<file path="config.mk">
export PLATFORM = sky130hd
export DESIGN_NAME = uart_rx_param
export DESIGN_NICKNAME = d
export VERILOG_FILES = /design/src/rtl/uart_rx_param.sv
export SDC_FILE = /design/constraint.sdc
export NUM_CORES = 1
export LEC_CHECK = 0
export CELL_PAD_IN_SITES_DETAIL_PLACEMENT = 1
export CELL_PAD_IN_SITES_GLOBAL_PLACEMENT = 2
export CORE_MARGIN = 2
export CORE_UTILIZATION = 35
export DETAILED_ROUTE_END_ITERATION = 8
export GPL_TIMING_DRIVEN = 0
export PLACE_DENSITY = 0.8
export SYNTH_ARGS = -nofsm -noshare
export SYNTH_HDL_FRONTEND = slang
export SYNTH_SLANG_ARGS = --single-unit
</file>
<file path="constraint.sdc">
create_clock -name CLK -period 2.2 [get_ports CLK]
set_clock_uncertainty 0.15 [all_clocks]
set_input_delay 0.44 -clock CLK [delete_from_list [all_inputs] [get_ports CLK]]
set_output_delay 0.44 -clock CLK [all_outputs]
set_load 0.005 [all_outputs]
</file>
<file path="src/rtl/uart_rx_param.sv">
// ============================================================================
// uart_rx_param
// ----------------------------------------------------------------------------
// Parametrised UART receiver. It combines the input synchroniser, the start
// edge detector and the baud counter in one block. Each bit is decided by a
// 3-sample majority vote around the bit centre. Parity and framing errors are
// reported alongside the received word; they do not suppress delivery, so the
// consumer decides what to do with a flagged frame.
//
// Parameters
//   CLKS_PER_BIT : CLK cycles per serial bit (8..65535)
//   DATA_BITS    : data bits per frame (5..9), LSB first on the line
//   PARITY       : 0 = none, 1 = odd, 2 = even
//   STOP_BITS    : 1 or 2
//
// Ports
//   CLK          in   system clock
//   RST_n        in   asynchronous, active-low reset
//   Rx_Pin_In    in   raw serial line, idle high, asynchronous to CLK
//   Rx_En_Sig    in   receive enable; low ignores the line / aborts a frame
//   Rx_Data      out  last received word, held until the next Done
//   Rx_Done_Sig  out  one-cycle pulse: Rx_Data and error flags are valid
//   Parity_Err   out  parity mismatch on the last frame (always 0 if PARITY=0)
//   Frame_Err    out  a stop-bit vote was low on the last frame
//   Busy         out  high from start-edge detect until return to IDLE
// ============================================================================
module uart_rx_param #(
    parameter int CLKS_PER_BIT = 434,
    parameter int DATA_BITS    = 8,
    parameter int PARITY       = 0,
    parameter int STOP_BITS    = 1
) (
    input  logic                 CLK,
    input  logic                 RST_n,
    input  logic                 Rx_Pin_In,
    input  logic                 Rx_En_Sig,
    output logic [DATA_BITS-1:0] Rx_Data,
    output logic                 Rx_Done_Sig,
    output logic                 Parity_Err,
    output logic                 Frame_Err,
    output logic                 Busy
);

    // ------------------------------------------------------------------------
    // Constants
    // ------------------------------------------------------------------------
    localparam int IDX_W = $clog2(DATA_BITS);

    localparam logic [15:0] LP_CNT_LAST  = 16'(CLKS_PER_BIT - 1);
    localparam logic [15:0] LP_CNT_MID   = 16'(CLKS_PER_BIT / 2);
    localparam logic [15:0] LP_CNT_MID_M = 16'(CLKS_PER_BIT / 2 - 1);
    localparam logic [15:0] LP_CNT_MID_P = 16'(CLKS_PER_BIT / 2 + 1);
    // START begins one cycle into the start bit (edge detect latency), so it
    // ends one count early to put DATA count 0 on the first data-bit boundary.
    localparam logic [15:0] LP_CNT_START_END = 16'(CLKS_PER_BIT - 2);

    localparam logic [IDX_W-1:0] LP_LAST_IDX = IDX_W'(DATA_BITS - 1);
    localparam logic [IDX_W-1:0] LP_IDX_ONE  = IDX_W'(1);
    localparam logic             LP_LAST_STOP = 1'(STOP_BITS - 1);
    // Required XOR over data and parity bit: 1 for odd parity, 0 for even.
    localparam logic             LP_PAR_TARGET = (PARITY == 1);

    localparam logic [2:0] ST_IDLE   = 3'd0;
    localparam logic [2:0] ST_START  = 3'd1;
    localparam logic [2:0] ST_DATA   = 3'd2;
    localparam logic [2:0] ST_PARITY = 3'd3;
    localparam logic [2:0] ST_STOP   = 3'd4;
    localparam logic [2:0] ST_DONE   = 3'd5;

    localparam logic [2:0] LP_AFTER_DATA = (PARITY != 0) ? ST_PARITY : ST_STOP;

    // ------------------------------------------------------------------------
    // Registers and wires
    // ------------------------------------------------------------------------
    logic                 r_sync_meta;
    logic                 r_rx_s;
    logic                 r_rx_s_d;

    logic [2:0]           r_state;
    logic [15:0]          r_cnt;
    logic [IDX_W-1:0]     r_bit_idx;
    logic                 r_stop_idx;
    logic                 r_vote_a;
    logic                 r_vote_b;
    logic [DATA_BITS-1:0] r_shift;
    logic                 r_par_err;
    logic                 r_frm_err;

    logic [DATA_BITS-1:0] r_rx_data;
    logic                 r_done;
    logic                 r_parity_err;
    logic                 r_frame_err;

    logic                 w_fall;
    logic                 w_vote;
    logic                 w_at_vote;
    logic                 w_cnt_last;
    logic                 w_last_bit;
    logic                 w_last_stop;
    logic                 w_abort;
    logic [2:0]           w_state_nxt;
    logic                 w_cnt_clr;

    // ------------------------------------------------------------------------
    // Input synchroniser and falling-edge detect
    // ------------------------------------------------------------------------
    // The flops preset to 1 so reset looks like an idle line and cannot fake
    // a start edge. Because the edge needs r_rx_s_d high, a line that stays
    // low (break) can only trigger once it has been seen high again.
    always_ff @(posedge CLK or negedge RST_n) begin
        if (!RST_n) begin
            r_sync_meta <= 1'b1;
            r_rx_s      <= 1'b1;
            r_rx_s_d    <= 1'b1;
        end else begin
            // NOTE: sequential state uses <= so every flop samples the
            // pre-edge value of its source; blocking here would collapse
            // the synchroniser chain into a single stage.
            r_sync_meta <= Rx_Pin_In;
            r_rx_s      <= r_sync_meta;
            r_rx_s_d    <= r_rx_s;
        end
    end

    assign w_fall = r_rx_s_d & ~r_rx_s;

    // ------------------------------------------------------------------------
    // Bit-timing decodes and majority vote
    // ------------------------------------------------------------------------
    assign w_at_vote   = (r_cnt == LP_CNT_MID_P);
    assign w_cnt_last  = (r_cnt == LP_CNT_LAST);
    assign w_last_bit  = (r_bit_idx == LP_LAST_IDX);
    assign w_last_stop = (r_stop_idx == LP_LAST_STOP);
    assign w_abort     = (r_state != ST_IDLE) && !Rx_En_Sig;

    // Samples at mid-1 and mid are held; the third is the live value at mid+1.
    assign w_vote = (r_vote_a & r_vote_b) | (r_vote_a & r_rx_s) | (r_vote_b & r_rx_s);

    always_ff @(posedge CLK or negedge RST_n) begin
        if (!RST_n) begin
            r_vote_a <= 1'b1;
            r_vote_b <= 1'b1;
        end else begin
            if (r_cnt == LP_CNT_MID_M) r_vote_a <= r_rx_s;
            if (r_cnt == LP_CNT_MID)   r_vote_b <= r_rx_s;
        end
    end

    // ------------------------------------------------------------------------
    // Next-state and counter-restart decode
    // ------------------------------------------------------------------------
    always_comb begin
        // NOTE: defaults first so every path assigns both outputs and no
        // latch is inferred.
        w_state_nxt = r_state;
        w_cnt_clr   = 1'b0;
        if (w_abort) begin
            w_state_nxt = ST_IDLE;
            w_cnt_clr   = 1'b1;
        end else begin
            case (r_state)
                ST_IDLE: begin
                    w_cnt_clr = 1'b1;
                    if (Rx_En_Sig && w_fall) w_state_nxt = ST_START;
                end
                ST_START: begin
                    if (w_at_vote && w_vote) begin
                        // Start bit voted high: a glitch, not a frame.
                        w_state_nxt = ST_IDLE;
                        w_cnt_clr   = 1'b1;
                    end else if (r_cnt == LP_CNT_START_END) begin
                        w_state_nxt = ST_DATA;
                        w_cnt_clr   = 1'b1;
                    end
                end
                ST_DATA: begin
                    if (w_cnt_last) begin
                        w_cnt_clr = 1'b1;
                        if (w_last_bit) w_state_nxt = LP_AFTER_DATA;
                    end
                end
                ST_PARITY: begin
                    if (w_cnt_last) begin
                        w_cnt_clr   = 1'b1;
                        w_state_nxt = ST_STOP;
                    end
                end
                ST_STOP: begin
                    // The last stop bit is finished at its vote so the next
                    // start edge can be caught without waiting out the bit.
                    if (w_at_vote && w_last_stop) begin
                        w_state_nxt = ST_DONE;
                        w_cnt_clr   = 1'b1;
                    end else if (w_cnt_last) begin
                        w_cnt_clr = 1'b1;
                    end
                end
                ST_DONE: begin
                    w_state_nxt = ST_IDLE;
                    w_cnt_clr   = 1'b1;
                end
                default: begin
                    w_state_nxt = ST_IDLE;
                    w_cnt_clr   = 1'b1;
                end
            endcase
        end
    end

    // ------------------------------------------------------------------------
    // State register and baud counter
    // ------------------------------------------------------------------------
    always_ff @(posedge CLK or negedge RST_n) begin
        if (!RST_n) begin
            r_state <= ST_IDLE;
            r_cnt   <= 16'd0;
        end else begin
            r_state <= w_state_nxt;
            if (w_cnt_clr) r_cnt <= 16'd0;
            else           r_cnt <= r_cnt + 16'd1;
        end
    end

    // ------------------------------------------------------------------------
    // Bit and stop-bit indices
    // ------------------------------------------------------------------------
    always_ff @(posedge CLK or negedge RST_n) begin
        if (!RST_n) begin
            r_bit_idx  <= '0;
            r_stop_idx <= 1'b0;
        end else if (r_state == ST_IDLE) begin
            r_bit_idx  <= '0;
            r_stop_idx <= 1'b0;
        end else begin
            if (r_state == ST_DATA && w_cnt_last && !w_last_bit)
                r_bit_idx <= r_bit_idx + LP_IDX_ONE;
            if (r_state == ST_STOP && w_cnt_last && !w_last_stop)
                r_stop_idx <= r_stop_idx + 1'b1;
        end
    end

    // ------------------------------------------------------------------------
    // Data shift register and per-frame error accumulation
    // ------------------------------------------------------------------------
    always_ff @(posedge CLK or negedge RST_n) begin
        if (!RST_n) begin
            r_shift   <= '0;
            r_par_err <= 1'b0;
            r_frm_err <= 1'b0;
        end else begin
            // LSB arrives first, so shifting in from the top leaves it at bit 0.
            if (r_state == ST_DATA && w_at_vote)
                r_shift <= {w_vote, r_shift[DATA_BITS-1:1]};

            if (r_state == ST_IDLE) begin
                r_par_err <= 1'b0;
                r_frm_err <= 1'b0;
            end else begin
                if (r_state == ST_PARITY && w_at_vote)
                    r_par_err <= ((^r_shift) ^ w_vote) != LP_PAR_TARGET;
                if (r_state == ST_STOP && w_at_vote && !w_vote)
                    r_frm_err <= 1'b1;
            end
        end
    end

    // ------------------------------------------------------------------------
    // Output registers: updated only on delivery, held otherwise
    // ------------------------------------------------------------------------
    always_ff @(posedge CLK or negedge RST_n) begin
        if (!RST_n) begin
            r_rx_data    <= '0;
            r_done       <= 1'b0;
            r_parity_err <= 1'b0;
            r_frame_err  <= 1'b0;
        end else begin
            r_done <= 1'b0;
            if (r_state == ST_DONE && !w_abort) begin
                r_rx_data    <= r_shift;
                r_parity_err <= r_par_err;
                r_frame_err  <= r_frm_err;
                r_done       <= 1'b1;
            end
        end
    end

    assign Rx_Data     = r_rx_data;
    assign Rx_Done_Sig = r_done;
    assign Parity_Err  = r_parity_err;
    assign Frame_Err   = r_frame_err;
    assign Busy        = (r_state != ST_IDLE);

endmodule

</file>
Word-level counts from Yosys, hierarchy flattened --
Index checks and enable logic that the tools add are counted.
Operators by class: multiplexer cells 25, reductions and logical operators 26, equality and inequality tests 17, add/subtract/negate cells 3, bitwise gates (word level) 9
Operators with widths (count):
- $eq 16x8->1 const B | 3
- $eq 16x9->1 const B | 2
- $mux 3 | 10
- $add 16x1->16 const B | 1
- $mux 16 | 1
- $ne 3x3->1 const B | 5
- $pmux 3 s5 | 1
- $logic_and 1x1->1 | 13
- $mux 1 | 12
- $eq 3x3->1 const B | 3
- $reduce_bool 2->1 | 4
- $reduce_xor 8->1 | 1
- $eq 3x2->1 const B | 2
- $reduce_and 6->1 | 1
- $and 1x1->1 | 4
- $logic_not 1->1 | 4
- $ne 4x4->1 const B | 1
- $add 3x1->3 const B | 1
- $eq 3x1->1 const B | 1
- $logic_not 3->1 | 1
- $pmux 1 s3 | 1
- $reduce_bool 3->1 | 1
- $not 1->1 | 2
- $or 1x1->1 | 2
- 3 further kinds | 3
Storage, ports and cells: input port bits 4, word-level logic and storage cells 96, flip-flop bits (word level) 49

Logic depth before layout (Yosys ltp) --
Gate-level depths: netlist of the first run.
depth after elaboration 8, mapped depth 8, depth with buffers taken out 7

Worst setup path after synthesis of the first run --
OpenSTA, ideal clock, no wires.
path type register to register, from reg r_cnt[13], to reg r_shift[0], data required time 1925 ps, library setup time 125 ps, stages on the path, launching flop included 6, path buffers 0, data arrival time 2026 ps, setup slack -101 ps, path through dfrtp_1 or4_4 nor4_2 nand3_2 nor2_8 mux2_4
Between the ends: word-level cells in the longest chain between the ends 2
RTL lines:
- from (decl) | line 80 | logic [15:0] r_cnt;
- from (signal assigned) | line 220 | else r_cnt <= r_cnt + 16'd1;
- $eq 16x8->1 | line 130 | assign w_at_vote = (r_cnt == LP_CNT_MID_P);
- $logic_and 1x1->1 | line 252 | if (r_state == ST_DATA && w_at_vote)
- to (signal assigned) | line 253 | r_shift <= {w_vote, r_shift[DATA_BITS-1:1]};
- to (decl) | line 85 | logic [DATA_BITS-1:0] r_shift;
No other way between the ends. A chain may end at the register's enable or synchronous reset.

Worst setup path after layout of the first run --
from reg r_cnt[13], to reg r_bit_idx[1]
Between the ends: word-level cells in the longest chain between the ends 4
RTL lines:
- $eq 16x9->1 | line 131 | assign w_cnt_last = (r_cnt == LP_CNT_LAST);
- $logic_and 1x1->1 (2 in series) | line 235 | if (r_state == ST_DATA && w_cnt_last && !w_last_bit)
- $reduce_bool 2->1 (no line)
- to (signal assigned) | line 236 | r_bit_idx <= r_bit_idx + LP_IDX_ONE;
- to (decl) | line 81 | logic [IDX_W-1:0] r_bit_idx;
No other way between the ends.

==> flow_summary_export.csv, run 1 <==
group,metric,value,unit
route,avgViaCountPerCell,4.76,
logic_synthesis,seq_area_frac_synth,49.6,%
logic_synthesis,yosys_register_bits,49,
critical_path,cp.required,2.26,ns
sta,worst_slew_pin_slew,0.549,ns
clock_tree,clkSlewWorstSetupHoldPaths,0.10,ns
sta,fin_ws,-0.152,ns
finish,area_growth,24.9,%
route,drt_pass1_iterations,4,
logic_synthesis,synth_edf_count,0,
logic_synthesis,synthCells,210,
floorplan,start_util,36.4,%
critical_path,crit_type,"flip-flop to flip-flop",
finish,nets,264,
logic_synthesis,synthTopCellsByCount,"dfrtp_1, nand2_1, nor2_1",
route,ant_nets,0,
finish,drive_gt1_share,33.7,%
sta,hold_viol_final,0,
sta,fmax,0.425,GHz
floorplan,die_h,88.2,um
critical_path,r2r_start,"r_cnt[13]",
sta,setup_viol,28,
clock_tree,cts_max_path_buffers,2,
grt,grt_usage,13.9,%
floorplan,pin_count,16,
grt,grt_pass1_vias,1731,
hold_path,hold_path_class,"flip-flop to flip-flop",
power,irDropWorstVdd,359,uV
sta,max_slew_margin,63.4,%
logic_synthesis,syn_area,2480,um2
clock_tree,root_buffer,"clkbuf_8",
critical_path,worstSetupStartpoint,"r_cnt[13]",
placed_design,pre_cts_ws,-0.251,ns
clock_tree,worstSkewPairLatency,0.31,ns
grt,gr-total-overflow,0,
status,violations,"setup timing",
floorplan,die-area,7790,um2
logic_synthesis,synth_ff_type,"dfrtp_1",
sta,final.setup.tns,-3.34,ns
route,drt_iter0_drc,29,
floorplan,rows,30,
hold_path,min_from,"r_sync_meta",
clock_tree,numCtsBuffers,5,
grt,grt_max_degree,32,
logic_synthesis,avgSynthCellArea,11.8,um2
clock_tree,cts_tree,"yes",
logic_synthesis,async_flop_share,100,%
clock_tree,cts_sinks,49,
floorplan,die_x,88.2,um
grt,antenna_found_initial,0,
logic_synthesis,ys_types,49,
sta,final-max-slew-violation-count,0,
power,p_leak,0.00136,uW
logic_synthesis,yosysMostFrequentCell,"dfrtp_1",
sta,fin_crit_sh,107,%
critical_path,path_max_fanout,5,
logic_synthesis,synth_top_area_share,44.3,%
critical_path,worstPathArrival,2.41,ns
placed_design,post-dp-hpwl,3.42,mm
critical_path,cp-start-kind,"flip-flop",
placed_design,portBuffers,15,
placed_design,place_congestion,0.756,
logic_synthesis,yosysTopAreaCell,"dfrtp_1",
finish,nFillCells,761,
route,vias,1670,
route,drc_errors,0,
route,drt_wl_total,5.06,mm
status,outcome,"complete, but fails checks",
clock_tree,htreeDepth,2,
finish,fin_cells,351,
route,wl_per_cell,14.4,um
logic_synthesis,syn-num-nets,220,
sta,rsz0062_at_grt,"true",
floorplan,core_area,6830,um2
power,power.density,625,nW/um2
logic_synthesis,ys_warn_count,0,
critical_path,crit_path_end_kind,"flip-flop",
flow_run,max_cap_violations,0,
sta,period_needed,2.35,ns
grt,grt_pass1_wl,8.36,mm
placed_design,dp_cells,322,
logic_synthesis,synth_area_leaders,"dfrtp_1, mux2_2, dfstp_2",
finish,antenna_cells,0,
-- cells by family (layout without fill, tap and decap cells) --
group           after synthesis  count (layout)  share of synthesized area [%]
simple gates                 78              78                           19.8
flops                        49              49                           49.6
xor+xnor                     23              23                           8.11
mux                          22              22                           11.1
compound gates               17              17                           5.29
buf+inv                      14              59                           2.67
fa+ha+maj                     7               7                           3.43
-- where the power goes --
part           total, uW  switching [uW]  internal [uW]
Combinational        415             222            192
Sequential           968            45.4            923
Clock                558             328            230
-- flip-flops by register name (all words and copies together), names as in the netlist --
| name | flops |
|---|---|
| Rx_Done_Sig | 1 |
| Rx_Data | 8 |
| r_shift | 8 |
| Parity_Err | 1 |
| r_vote_b | 1 |
| Frame_Err | 1 |
| r_stop_idx | 1 |
| r_bit_idx | 3 |
| r_vote_a | 1 |
| r_cnt | 16 |
| r_par_err | 1 |
| r_frm_err | 1 |
| r_rx_s | 1 |
| r_sync_meta | 1 |
| r_state | 3 |
| r_rx_s_d | 1 |
-- repair_timing --
| item | CTS | global route |
|---|---|---|
| endpoints found under the hold margin | 13 | 0 |
| setup endpoints to repair | 30 | 32 |
| pin swaps | 6 | 8 |
| cloned | 0 | 1 |
| hold buffers | 1 | 0 |
| resized for setup | 4 | 9 |
| buffers inserted | 8 | 13 |
-- critical path, cell delays in order (launching register included) --
cell and delay (ns):
dfrtp_1 0.40, or4_4 0.61, buf_4 0.18, nor4_4 0.29, and4_1 0.26, buf_4 0.14
mux2i_1 0.18, nor2_1 0.05
-- layer usage --
| layer | track usage, % | up-vias | wire (um) |
|---|---|---|---|
| met5 | 0 | - | 0 |
| met4 | 4.55 | 0 | 47 |
| met3 | 2.80 | 5 | 116 |
| met2 | 24.3 | 15 | 2640 |
| met1 | 17.1 | 834 | 2260 |
| li1 | - | 816 | - |
-- path summary, 6_finish.rpt --
check / to / slack [ns] / depth (start not counted)
setup / recovery: r_bit_idx[1] / -0.15 / 7
hold / removal: r_rx_s / 0.21 / 0
setup reg to reg: r_bit_idx[1] / -0.15 / 7
hold reg to reg: r_rx_s / 0.21 / 0
max in group asynchronous: r_cnt[6] / 0.91 / 3
min in group asynchronous: r_bit_idx[2] / 0.47 / 2
-- placed cells by master (no fill, tap or decap), types with 3 or more instances in the layout --
master and n:
dfrtp_1 44, buf_4 22, nor2_1 16, nand2_1 16, clkdlybuf4s50_1 13, xor2_1 12
mux2_2 12, xnor2_1 11, nor2_2 10, inv_1 8, mux2_4 8, ha_1 6
nand4_1 5, clkbuf_8 5, dfstp_2 5, nand3_1 4, nor4_4 4, and2_1 4
and4_1 3, a21oi_1 3
-- layout make-up --
cell class | instances | area [um2] | share of cell area (%)
Clock buffer | 5 | 68.8 | 2.22
Buffer | 4 | 37.5 | 1.21
Timing Repair Buffer | 39 | 360 | 11.6
Tap cell | 96 | 120 | 3.87
Clock inverter | 3 | 25.0 | 0.806
Multi-Input combinational cell | 147 | 1230 | 39.6
Sequential cell | 49 | 1230 | 39.7
Inverter | 8 | 30.0 | 0.968
-- per-stage QoR --
| stage | total power [uW] | util (%) | cell area [um2] | hold WS [ns] |
|---|---|---|---|---|
| finish | 1940 | 45.4 | 3100 | 0.212 |
| global route | 2050 | 45.4 | 3100 | 0.218 |
| CTS | 1900 | 43.5 | 2970 | 0.213 |
| detailed placement | 1300 | 40.7 | 2780 | 0.200 |
| global placement | 1290 | 40.5 | 2770 | 0.196 |
| floorplan | 1190 | - | 2500 | -0.00559 |
Power figures use the tool's default switching activity.
==> run 2, diff against run 1 <==
TNS_END_PERCENT = 5   (was not set)
==> flow_summary_export.csv, run 2 (same netlist as run 1, synthesis figures left out) <==
group,metric,value,unit
finish,top_register,"r_cnt",
sta,final-max-slew-violation-count,0,
grt,grt_max_degree,31,
clock_tree,root_buffer,"clkbuf_8",
sta,fin_crit_sh,110,%
clock_tree,cts_sinks,49,
floorplan,die_h,88.2,um
sta,rsz0062_at_grt,"true",
power,p_int,1430,uW
finish,final_common_cell,"dfrtp_1",
floorplan,start_util,36.4,%
placed_design,placedInstanceArea,2780,um2
clock_tree,cts_max_path_buffers,2,
hold_path,hold_path_class,"flip-flop to flip-flop",
power,comb_power_share,18.6,%
floorplan,rows,30,
grt,gr-total-overflow,0,
finish,final_area,2980,um2
route,drt_wl_total,4.90,mm
critical_path,cp-start-kind,"flip-flop",
power,irDropWorstVdd,331,uV
sta,worst_slew_pin_slew,0.601,ns
grt,grt_usage,14.0,%
critical_path,worstSetupStartpoint,"r_cnt[9]",
placed_design,post-dp-hpwl,3.49,mm
route,avgViaCountPerCell,4.84,
floorplan,die-area,7790,um2
status,outcome,"complete, but fails checks",
critical_path,crit_path_end_kind,"flip-flop",
placed_design,portBuffers,15,
status,violations,"setup timing",
finish,drive_gt1_share,28.7,%
sta,setup_viol,30,
route,vias,1627,
placed_design,place_congestion,0.753,
finish,fin_cells,336,
power,seq_power_share,47.3,%
clock_tree,numCtsBuffers,5,
route,wl_per_cell,14.6,um
critical_path,path_max_fanout,8,
hold_path,min_from,"r_sync_meta",
floorplan,pin_count,16,
finish,nets,249,
critical_path,worstPathArrival,2.46,ns
sta,fmax,0.414,GHz
finish,largest_reg_flops,16,
route,drt_pass1_iterations,4,
route,ant_nets,0,
flow_run,max_cap_violations,0,
grt,antenna_found_initial,0,
power,switchingPower,552,uW
grt,grt_pass1_wl,8.38,mm
finish,antenna_cells,0,
placed_design,dp_cells,322,
sta,period_needed,2.42,ns
finish,area_growth,20.1,%
clock_tree,worstSkewPairLatency,0.30,ns
power,power,1980,uW
grt,grt_pass1_vias,1726,
clock_tree,cts_tree,"yes",
power,p_leak,0.00128,uW
route,drt_iter0_drc,57,
power,switching_share,27.8,%
critical_path,r2r_start,"r_cnt[9]",
critical_path,cp.required,2.25,ns
floorplan,die_x,88.2,um
clock_tree,htreeDepth,2,
clock_tree,clkSlewWorstSetupHoldPaths,0.09,ns
route,drc_errors,0,
critical_path,crit_type,"flip-flop to flip-flop",
sta,hold_viol_final,0,
floorplan,core_area,6830,um2
power,power.density,666,nW/um2
finish,nFillCells,763,
sta,max_slew_margin,59.9,%
finish,final_cell_mix,"dfrtp_1, nor2_1, nand2_1, clkdlybuf4s50_1",
power,clock_power_share,34.1,%
sta,fin_ws,-0.217,ns
==> run 2: final timing paths <==
kind / to / slack [ns] / depth (start not counted)
worst max register to register: r_shift[2] / -0.22 / 5
worst min register to register: r_rx_s / 0.21 / 0
min in group asynchronous: r_par_err / 0.48 / 2
max in group asynchronous: r_sync_meta / 0.82 / 3
worst min-delay path: r_rx_s / 0.21 / 0
worst max-delay path: r_shift[2] / -0.22 / 5
==> run 2: cell type report <==
type                            count  area [um2]  share of cell area, %
Tap cell                           96         120                   4.03
Sequential cell                    49        1230                   41.3
Clock inverter                      2        37.5                   1.26
Inverter                            8        30.0                   1.01
Multi-Input combinational cell    147        1220                   41.0
Timing Repair Buffer               22         213                   7.13
Buffer                              6        43.8                   1.47
Clock buffer                        6        82.6                   2.77
==> run 2: through the flow <==
| step | setup slack (ns) | setup TNS [ns] | util (%) | hold slack, ns |
|---|---|---|---|---|
| 2_1_floorplan | -0.0526 | -0.739 | - | -0.00559 |
| 3_3_place_gp | -0.917 | -48.74 | 40.4 | 0.197 |
| 3_5_place_dp | -0.295 | -7.35 | 40.7 | 0.200 |
| 4_1_cts | -0.242 | -4.74 | 43.3 | 0.214 |
| 5_1_grt | -0.306 | -7.64 | 43.6 | 0.217 |
| 6_report | -0.217 | -3.89 | 43.6 | 0.212 |
==> run 2: worst max-delay path: stages, from the launching register on <==
cell and delay (ns):
dfrtp_1 0.40, or4_4 0.63, nor4_4 0.36, nand3_2 0.21, nor2_8 0.24, mux2_4 0.32
==> run 2: power groups by stage <==
stage                     sequential [uW]  clock (uW)  combinational, uW
after global routing                  942         743                413
after floorplan                       952           0                235
after CTS                             940         707                368
after detailed placement              958           0                342
after global placement                955           0                335
final                                 939         676                369
==> run 2: repair_timing <==
action                                  4_1_cts  5_1_grt
endpoints found under the hold margin        19        0
gates resized for setup                       4        4
pin swaps                                     7        2
buffers inserted                              5        0
gates cloned                                  0        0
endpoints found under the setup margin       31       31
hold buffers                                  1        0
==> run 2: per-layer routing <==
layer | global-route usage (%) | vias to the layer above | share of wire, %
li1 | - | 780 | -
met5 | 0 | - | 0
met4 | 4.96 | 0 | 1.0
met3 | 3.08 | 7 | 2.3
met2 | 23.4 | 21 | 51
met1 | 17.8 | 819 | 46
==> run 3, diff against run 2 <==
CORE_UTILIZATION = 36   (was 35)
PLACE_DENSITY = not set   (was 0.8)
PLACE_DENSITY_LB_ADDON = 0.05   (was not set)
==> flow_summary_export.csv, run 3 (same netlist as run 1, synthesis figures left out) <==
group,metric,value,unit
status,outcome,"complete, but fails checks",
status,violations,"setup timing",
critical_path,r2r_start,"r_cnt[9]",
power,irDropWorstVdd,298,uV
clock_tree,cts_max_path_buffers,2,
clock_tree,htreeDepth,2,
route,drt_iter0_drc,50,
grt,antenna_found_initial,0,
finish,top_register,"r_cnt",
sta,final-max-slew-violation-count,0,
floorplan,die_x,87.1,um
finish,multi_input_area,1240,um2
power,power.density,666,nW/um2
floorplan,core_area,6720,um2
route,drt_wl_total,5.28,mm
critical_path,crit_type,"flip-flop to flip-flop",
route,ant_nets,0,
critical_path,cp.required,2.25,ns
floorplan,pin_count,16,
floorplan,rows,30,
hold_path,min_to,"r_rx_s",
finish,nets,258,
sta,max_slew_margin,59.6,%
grt,grt_max_degree,29,
hold_path,whs_path_depth,0,
sta,fin_crit_sh,107,%
placed_design,post-dp-hpwl,3.69,mm
route,avgViaCountPerCell,5.01,
hold_path,min_from,"r_sync_meta",
placed_design,place_congestion,0.740,
clock_tree,worstSkewPairLatency,0.31,ns
clock_tree,cts_tree,"yes",
floorplan,die_h,87.1,um
finish,nFillCells,734,
finish,antenna_cells,0,
finish,final_area,3080,um2
sta,period_needed,2.35,ns
grt,grt_usage,15.4,%
grt,gr-total-overflow,0,
critical_path,cp_slowest_cell,"or4_4",
sta,hold_viol_final,0,
hold_path,hold_path_class,"flip-flop to flip-flop",
route,drt_pass1_iterations,4,
placed_design,portBuffers,15,
critical_path,path_max_fanout,5,
floorplan,start_util,37.0,%
sta,fin_ws,-0.146,ns
flow_run,max_cap_violations,0,
route,drc_errors,0,
critical_path,crit_path_cell_trace,"or4_4 -> buf_4 -> nor4_2 -> o21ai_1 -> o211ai_4 -> bufbuf_16 -> nor2_2",
critical_path,r2r_end,"r_cnt[0]",
finish,drive_gt1_share,32.9,%
sta,worst_slew_pin_slew,0.606,ns
finish,final_common_cell,"dfrtp_1",
clock_tree,cts_sinks,49,
finish,seq_area,1230,um2
finish,area_growth,23.8,%
sta,setup_viol,29,
power,power,2050,uW
critical_path,ff2ff_path_depth,7,
floorplan,die-area,7580,um2
critical_path,crit_path_end_kind,"flip-flop",
route,wl_per_cell,16.1,um
critical_path,cp-start-kind,"flip-flop",
critical_path,critPathMaxStageDelay,0.60,ns
critical_path,r2r_slack,-0.15,ns
clock_tree,clkSlewWorstSetupHoldPaths,0.09,ns
grt,grt_pass1_wl,8.92,mm
clock_tree,numCtsBuffers,5,
placed_design,placedInstanceArea,2760,um2
critical_path,worstPathArrival,2.39,ns
finish,largest_reg_flops,16,
route,vias,1647,
finish,final_cell_mix,"dfrtp_1, nor2_1, nand2_1, clkdlybuf4s50_1, buf_4",
power,p_leak,0.00134,uW
grt,grt_pass1_vias,1838,
sta,rsz0062_at_grt,"true",
sta,fmax,0.426,GHz
clock_tree,root_buffer,"clkbuf_8",
run 3: routing by layer:
metal,global-route usage [%],routed length [um],vias up
li1,-,-,795
met1,17.9,2320,829
met2,27.5,2780,17
met3,3.60,110,6
met4,5.26,78,0
met5,0,0,-
run 3: area by class of cell:
| type | count | area share, % |
|---|---|---|
| tap | 80 | 3.25 |
| multi-input combinational | 147 | 40.3 |
| buffer | 5 | 1.30 |
| sequential | 49 | 40.1 |
| clock buffer | 6 | 2.69 |
| timing repair buffer | 32 | 10.2 |
| clock inverter | 2 | 1.22 |
| inverter | 8 | 0.976 |
run 3: what timing repair did:
| item | in CTS | in global routing |
|---|---|---|
| cloned | 1 | 0 |
| endpoints found under the setup margin | 30 | 31 |
| pin swaps | 10 | 2 |
| resized for setup | 10 | 2 |
| hold buffers | 1 | 0 |
| endpoints found under the hold margin | 16 | 0 |
| buffers inserted | 14 | 0 |
run 3: critical path: cells and delay by family, from the launching register on:
kind	cells	cell delay, ns
simple gates	3	0.95
buf+inv	2	0.48
flops	1	0.39
compound gates	2	0.27
run 3: metrics by stage:
stage | util (%) | hold WS [ns] | setup slack (ns) | setup TNS, ns | std cells
2_1_floorplan | - | -0.00559 | -0.0526 | -0.739 | 210
3_3_place_gp | 40.8 | 0.197 | -0.806 | -43.25 | 305
3_5_place_dp | 41.0 | 0.198 | -0.326 | -7.49 | 306
4_1_cts | 45.6 | 0.211 | -0.151 | -3.04 | 329
5_1_grt | 45.8 | 0.223 | -0.235 | -5.43 | 329
6_report | 45.8 | 0.209 | -0.146 | -2.87 | 329
run 3: worst max path at each step:
stage	endpoint	start	slack, ns
floorplan	r_shift[0]	r_cnt[13]	-0.05
global placement	r_cnt[13]	RST_n	-0.81
detailed placement	r_cnt[12]	r_cnt[13]	-0.33
CTS	r_shift[7]	r_cnt[9]	-0.15
global route	r_shift[0]	r_cnt[9]	-0.24
finish	r_cnt[0]	r_cnt[9]	-0.15
run 3: report_power, final:
part           total [uW]  internal (uW)  leakage (uW)  switching, uW
sequential            939            923      0.000663           16.6
combinational         426            190      0.000621            236
clock                 684            370     0.0000574            314
